`config.mk`:
```
export PLATFORM = sky130hd
export DESIGN_NAME = jtopl_lfo
export DESIGN_NICKNAME = d
export VERILOG_FILES = /design/src/rtl/jtopl_lfo.sv
export SDC_FILE = /design/constraint.sdc
export NUM_CORES = 1
export LEC_CHECK = 0
export CAP_MARGIN = 30
export CORE_MARGIN = 3
export CORE_UTILIZATION = 40
export DETAILED_ROUTE_END_ITERATION = 6
export HOLD_SLACK_MARGIN = 0.02
export PLACE_DENSITY_LB_ADDON = 0.15
export SYNTH_ARGS = -nofsm -noshare
export SYNTH_HDL_FRONTEND = slang
export SYNTH_SLANG_ARGS = --single-unit
export TNS_END_PERCENT = 100
```
`constraint.sdc`:
```
create_clock -name clk -period 1.7 [get_ports clk]
set_input_delay 0.34 -clock clk [delete_from_list [all_inputs] [get_ports clk]]
set_output_delay 0.34 -clock clk [all_outputs]
set_load 0.005 [all_outputs]
```
`src/rtl/jtopl_lfo.sv`:
```
// OPL2 low-frequency oscillator: vibrato step counter and tremolo attenuation.
// Optional macro JTOPL_LFO_TEST_EN: lfo_test=1 makes every frame step both LFOs.
module jtopl_lfo #(
   parameter int VIB_LOG2 = 10,
   parameter int AM_LOG2  = 6
) (
   input  logic       clk,
   input  logic       rst,
   input  logic       cen,
   input  logic       zero,
   input  logic       am_dep,
   input  logic       lfo_test,
   output logic [2:0] vib_cnt,
   output logic [4:0] trem
);

   localparam int TW = (VIB_LOG2 > AM_LOG2) ? VIB_LOG2 : AM_LOG2;

   logic [TW-1:0] timer;
   logic [7:0]    am_pos;
   logic          fr;
   logic          vib_step;
   logic          am_step;
   logic [6:0]    tri_lvl;
   logic [4:0]    trem_nx;

   assign fr = cen & zero;

`ifdef JTOPL_LFO_TEST_EN
   assign vib_step = fr & (lfo_test | (&timer[VIB_LOG2-1:0]));
   assign am_step  = fr & (lfo_test | (&timer[AM_LOG2-1:0]));
`else
   logic unused_lfo_test;
   assign unused_lfo_test = lfo_test;
   assign vib_step = fr & (&timer[VIB_LOG2-1:0]);
   assign am_step  = fr & (&timer[AM_LOG2-1:0]);
`endif

   // am_pos folds into a 0..105..0 triangle over its 210-step period
   always_comb begin
      tri_lvl = 7'd0;
      if (am_pos < 8'd105)
         tri_lvl = am_pos[6:0];
      else
         tri_lvl = 7'(8'd210 - am_pos);
      trem_nx = am_dep ? 5'(tri_lvl >> 2) : 5'(tri_lvl >> 4);
   end

   always_ff @(posedge clk) begin
      if (rst) begin
         timer   <= '0;
         vib_cnt <= '0;
         am_pos  <= '0;
         trem    <= '0;
      end else if (cen) begin
         trem <= trem_nx;
         if (fr)
            timer <= timer + 1'b1;
         if (vib_step)
            vib_cnt <= vib_cnt + 3'd1;
         if (am_step)
            am_pos <= (am_pos == 8'd209) ? 8'd0 : am_pos + 8'd1;
      end
   end

endmodule
```
Yosys cells after proc, flatten, opt, wreduce, memory -nomap -nowiden --
Cells that the tools add are included.
Storage, ports and cells: word-level logic and storage cells 21, register bits after elaboration 26, bits of input ports 6
Cells by class: multiplexer cells 3, eq/ne operators 1, magnitude comparators 1, reductions and logical operators 5, bitwise gates (word level) 3, add/subtract/negate cells 4
Operators with widths (number):
- adder 10 x 1 -> 10 bit (second input constant) | 1
- AND reduction 10 bit | 1
- adder 8 x 1 -> 8 bit (second input constant) | 1
- == test 8 bit (second input constant) | 1
- less-than comparator 8 x 7 -> 1 bit (second input constant) | 1
- two-way mux 8 bit | 1
- two-way mux 7 bit | 1
- subtractor 7 bit (first input constant) | 1
- AND reduction 2 bit | 3
- AND reduction 6 bit | 1
- two-way mux 5 bit | 1
- adder 3 x 1 -> 3 bit (second input constant) | 1
- bitwise AND 1 bit | 3

Depth between registers and ports, before layout --
Gate-level depths: netlist (run 1).
word-level depth 3, mapped depth 7, depth with buffers taken out 7

Least setup slack after synthesis (run 1) --
OpenSTA, ideal clock, no wires.
path kind register -> register, from register am_pos[0], to register trem[2], buffers on the path 0, library setup time 77 ps, cell stages (with the launch flop) 6, arrival 1491 ps, path slack 132 ps, period minus slack after synthesis 1568 ps, path through dfxtp_1 > ha_1 > or3_4 > a2111oi_4 > o21ai_1 > a41oi_2
Between the ends: cells in the longest elaborated chain, start to end 3, elaborated cells between the ends (all ways) 4, classes of those cells add/sub: 1; order compare: 1; mux: 2
RTL lines:
- from (decl) | line 20 | logic [7:0] am_pos;
- from (signal assigned) | line 62 | am_pos <= (am_pos == 8'd209) ? 8'd0 : am_pos + 8'd1;
- subtractor 7 bit / less-than comparator 8 x 7 -> 1 bit (equally long branches) | line 45, 42
- two-way mux 7 bit * | line 42 | if (am_pos < 8'd105)
- two-way mux 5 bit * | line 46 | trem_nx = am_dep ? 5'(tri_lvl >> 2) : 5'(tri_lvl >> 4);
- to (signal assigned) | line 56 | trem <= trem_nx;
- to (decl) | line 14 | output logic [4:0] trem
Mark *: on every way between the ends. The rest lies on a longest branch, timed or not. A chain may end at the register's enable or synchronous reset.

Worst setup path after layout (run 1) --
Same ends and word-level chain as after synthesis.

==> results.py, run 1 <==
metrics = {
    "setup_path": {
        "cp_max_fo": 5,
        "critPathKind": "reg2reg",
        "cp.required_ns": 1.96,
        "cp-end-kind": "register",
        "critPathTopFamily": "compound AO/OA/AOI/OAI gates",
        "worst-path-buf-inv": 0,
        "cp-start-kind": "register",
        "max_stage_delay_ns": 0.38,
        "worstPathArrival_ns": 1.92,
        "crit_slowest_cell": "or3_4",
        "path_cells": "ha_1, or3_4, a2111oi_4, o21ai_1, a41oi_2",
    },
    "synth": {
        "synth_area_mm2": 0.00140,
        "synth_cells": 163,
        "syn_area_per_cell_um2": 8.57,
        "synth_fp_nets": 175,
        "synth_area_leader_cell": "dfxtp_1",
        "ys_warn_count": 0,
        "synth-seq-cells": 26,
        "synthTopCellsByArea": "dfxtp_1 37%, xor2_1 8.1%, nor2_1 6.4%",
        "synth.distinct_cells": 37,
        "ys_seq_area_share_pct": 37.2,
        "yosysTopAreaCellShare_pct": 37.2,
    },
    "power_and_ir_drop": {
        "ir_drop_mv": 0.376,
        "power_density_mw_per_mm2": 646,
        "p_leak_uw": 0.000698,
    },
    "route": {
        "wl_per_cell_um": 12.1,
        "routed_wl_um": 2780,
        "route.detailed.drc": 0,
        "drt_iter0_drc": 88,
        "antenna_left": 0,
        "firstDrtPassIters": 4,
        "via_per_inst": 5.04,
        "num_vias": 1160,
    },
    "grt": {
        "grt_pass1_wl_um": 5140,
        "overflow": 0,
        "grt_pass1_vias": 1184,
        "antenna_found_initial": 0,
        "track_usage_pct": 15.2,
        "grt_max_degree": 18,
    },
    "cts": {
        "cts_tree": "done",
        "ctsLongestPathBuffers": 2,
        "htree_levels": 1,
        "clk_pin_slew_ns": 0.14,
        "cts_hold_buf": 0,
        "cts-root-buf": "clkbuf_4",
        "numCtsBuffers": 3,
        "insertion_delay_ns": 0.32,
        "clock_sinks": 26,
    },
    "flow_run": {
        "maxCapViolCount": 0,
    },
    "placement": {
        "dpl_cell_area_mm2": 0.00164,
        "dp_cells": 225,
        "gp_congestion": 0.800,
        "hpwl_um": 2140,
        "portBuffers": 12,
    },
    "sta": {
        "slew-limit-headroom_pct": 68.6,
        "hold_violations": 0,
        "report.final.slew_viol_count": 0,
        "finalCriticalPeriod_ns": 1.66,
        "fmax_ghz": 0.604,
        "tightest_slew_ns": 0.470,
        "skew_ns": 0.00135,
        "setup_viol": 0,
        "finalCritPeriodShare_pct": 97.4,
        "rsz0062_at_grt": "true",
    },
    "die": {
        "start_util_pct": 43.6,
        "chipWidth_um": 65.1,
        "row_count": 20,
        "die_y_um": 65.1,
        "fp.coreArea_mm2": 0.00320,
        "dieArea_mm2": 0.00424,
        "ios": 14,
    },
    "layout": {
        "antenna_cells": 0,
        "fin_nets": 199,
        "layout.cells.non_filler": 230,
        "synthToLayoutAreaGrowth_pct": 22.6,
        "drive_above_1_share_pct": 17.2,
        "design_area_mm2": 0.00171,
        "post-route-util_pct": 53.5,
    },
    "hold_path": {
        "hp-class": "reg2reg",
    },
    "outcome": {
        "outcome": "finished, final reports clean",
    },
}
-- worst reg2reg max path, stage by stage, from the launching register on --
cell       delay (ns)
dfxtp_2          0.36
ha_1             0.23
or3_4            0.38
a2111oi_4        0.35
o21ai_1          0.11
a41oi_2          0.17
-- logic make-up (layout without fill, tap and decap cells) --
family | after synthesis | after routing | share of synthesized area (%)
xor gates and xnor gates | 19 | 19 | 11.9
DFF | 26 | 26 | 37.2
buffers and inverters | 15 | 38 | 5.01
AOI/OAI and AO/OA | 27 | 27 | 15.6
muxes | 1 | 1 | 0.716
and+or+nand+nor | 69 | 69 | 24.2
adders and majority gates | 6 | 6 | 5.37
-- path summary, 6_finish.rpt --
| kind | startpoint | to | slack (ns) | depth (start not counted) |
|---|---|---|---|---|
| min | trem[1] | trem[1] | 0.47 | 2 |
| max reg2reg | am_pos[0] | trem[2] | 0.04 | 5 |
| min reg2reg | trem[1] | trem[1] | 0.47 | 2 |
| max | am_pos[0] | trem[2] | 0.04 | 5 |
-- sequential cells by signal, summed over array words and instances, names as in the netlist --
signal   cells
trem         5
am_pos       8
vib_cnt      3
timer       10
-- layout by cell type (no fill, tap or decap), types with 5 or more instances in the layout --
cell and n:
and2_1 5, buf_4 17, clkdlybuf4s50_1 12, dfxtp_1 23, ha_1 6, inv_1 5, nand2_1 9, nand3_1 13
nor2_1 23, nor3_1 5, o21ai_0 6, xnor2_1 6, xor2_1 13
-- stage by stage --
step / power, uW / setup WS [ns] / hold WS, ns / TNS [ns]
floorplan: 663 / 0.132 / 0.450 / 0
global placement: 694 / -0.166 / 0.441 / -1.17
detailed placement: 695 / -0.174 / 0.452 / -1.29
CTS: 1130 / 0.00561 / 0.480 / 0
global route: 1160 / -0.0319 / 0.509 / -0.0319
finish: 1110 / 0.0442 / 0.469 / 0
-- synth_stat cells --
cell type and n:
nand3_1 13, and3_1 2, nor3_1 5, nand4_1 4, dfxtp_1 26, clkbuf_1 4, a41oi_2 1, nand2_1 9
nor4_2 1, o2bb2ai_1 1, nand2b_1 4, or3_4 1, o21a_1 1, buf_6 1, a21oi_1 4, and2_1 5
a21o_1 1, a2111oi_4 1, a211oi_1 1, o32ai_1 1, o21ai_0 6, xor2_1 13, nor2_1 24, inv_1 5
o21ai_1 1, a211o_1 1, xnor2_1 6, a31o_2 1, mux2i_1 1, or2_2 1, o211a_1 1, o221ai_1 1
buf_2 5, ha_1 6, o311a_1 1, o21bai_1 2, a22o_1 2
-- layer usage --
metal / global-route usage [%] / part of all wire, % / vias up
li1: - / - / 604
met1: 18.4 / 45 / 529
met2: 26.3 / 50 / 23
met5: 0 / 0 / -
met4: 3.63 / 1.4 / 0
met3: 4.44 / 3.8 / 4
-- final cells by class --
cell class / count / area, um2
multi-input cells: 122 / 815
inverters: 5 / 18.8
fillers: 317 / 1490
repair buffers: 29 / 248
clock inverters: 1 / 30.0
clock buffers: 3 / 22.5
well taps: 44 / 55.1
flip-flops and latches: 26 / 524
-- report_power, final --
part	internal (uW)	switching, uW
registers	615	4.07
clock network	238	186
logic	32.7	30.0
total	886	221
-- what timing repair did --
item	4_1_cts	5_1_grt
setup endpoints to repair	0	14
setup buffers	0	1
resized for setup	0	5
endpoints found under the hold margin	0	0
(Power assumes the default switching activity.)
==> run 2: changes to the inputs <==
Settings changed: CTS_CLUSTER_DIAMETER from default to 60.
==> results of run 2 <==
Same layout as run 1: the final DEF is identical, and so are final timing and power.
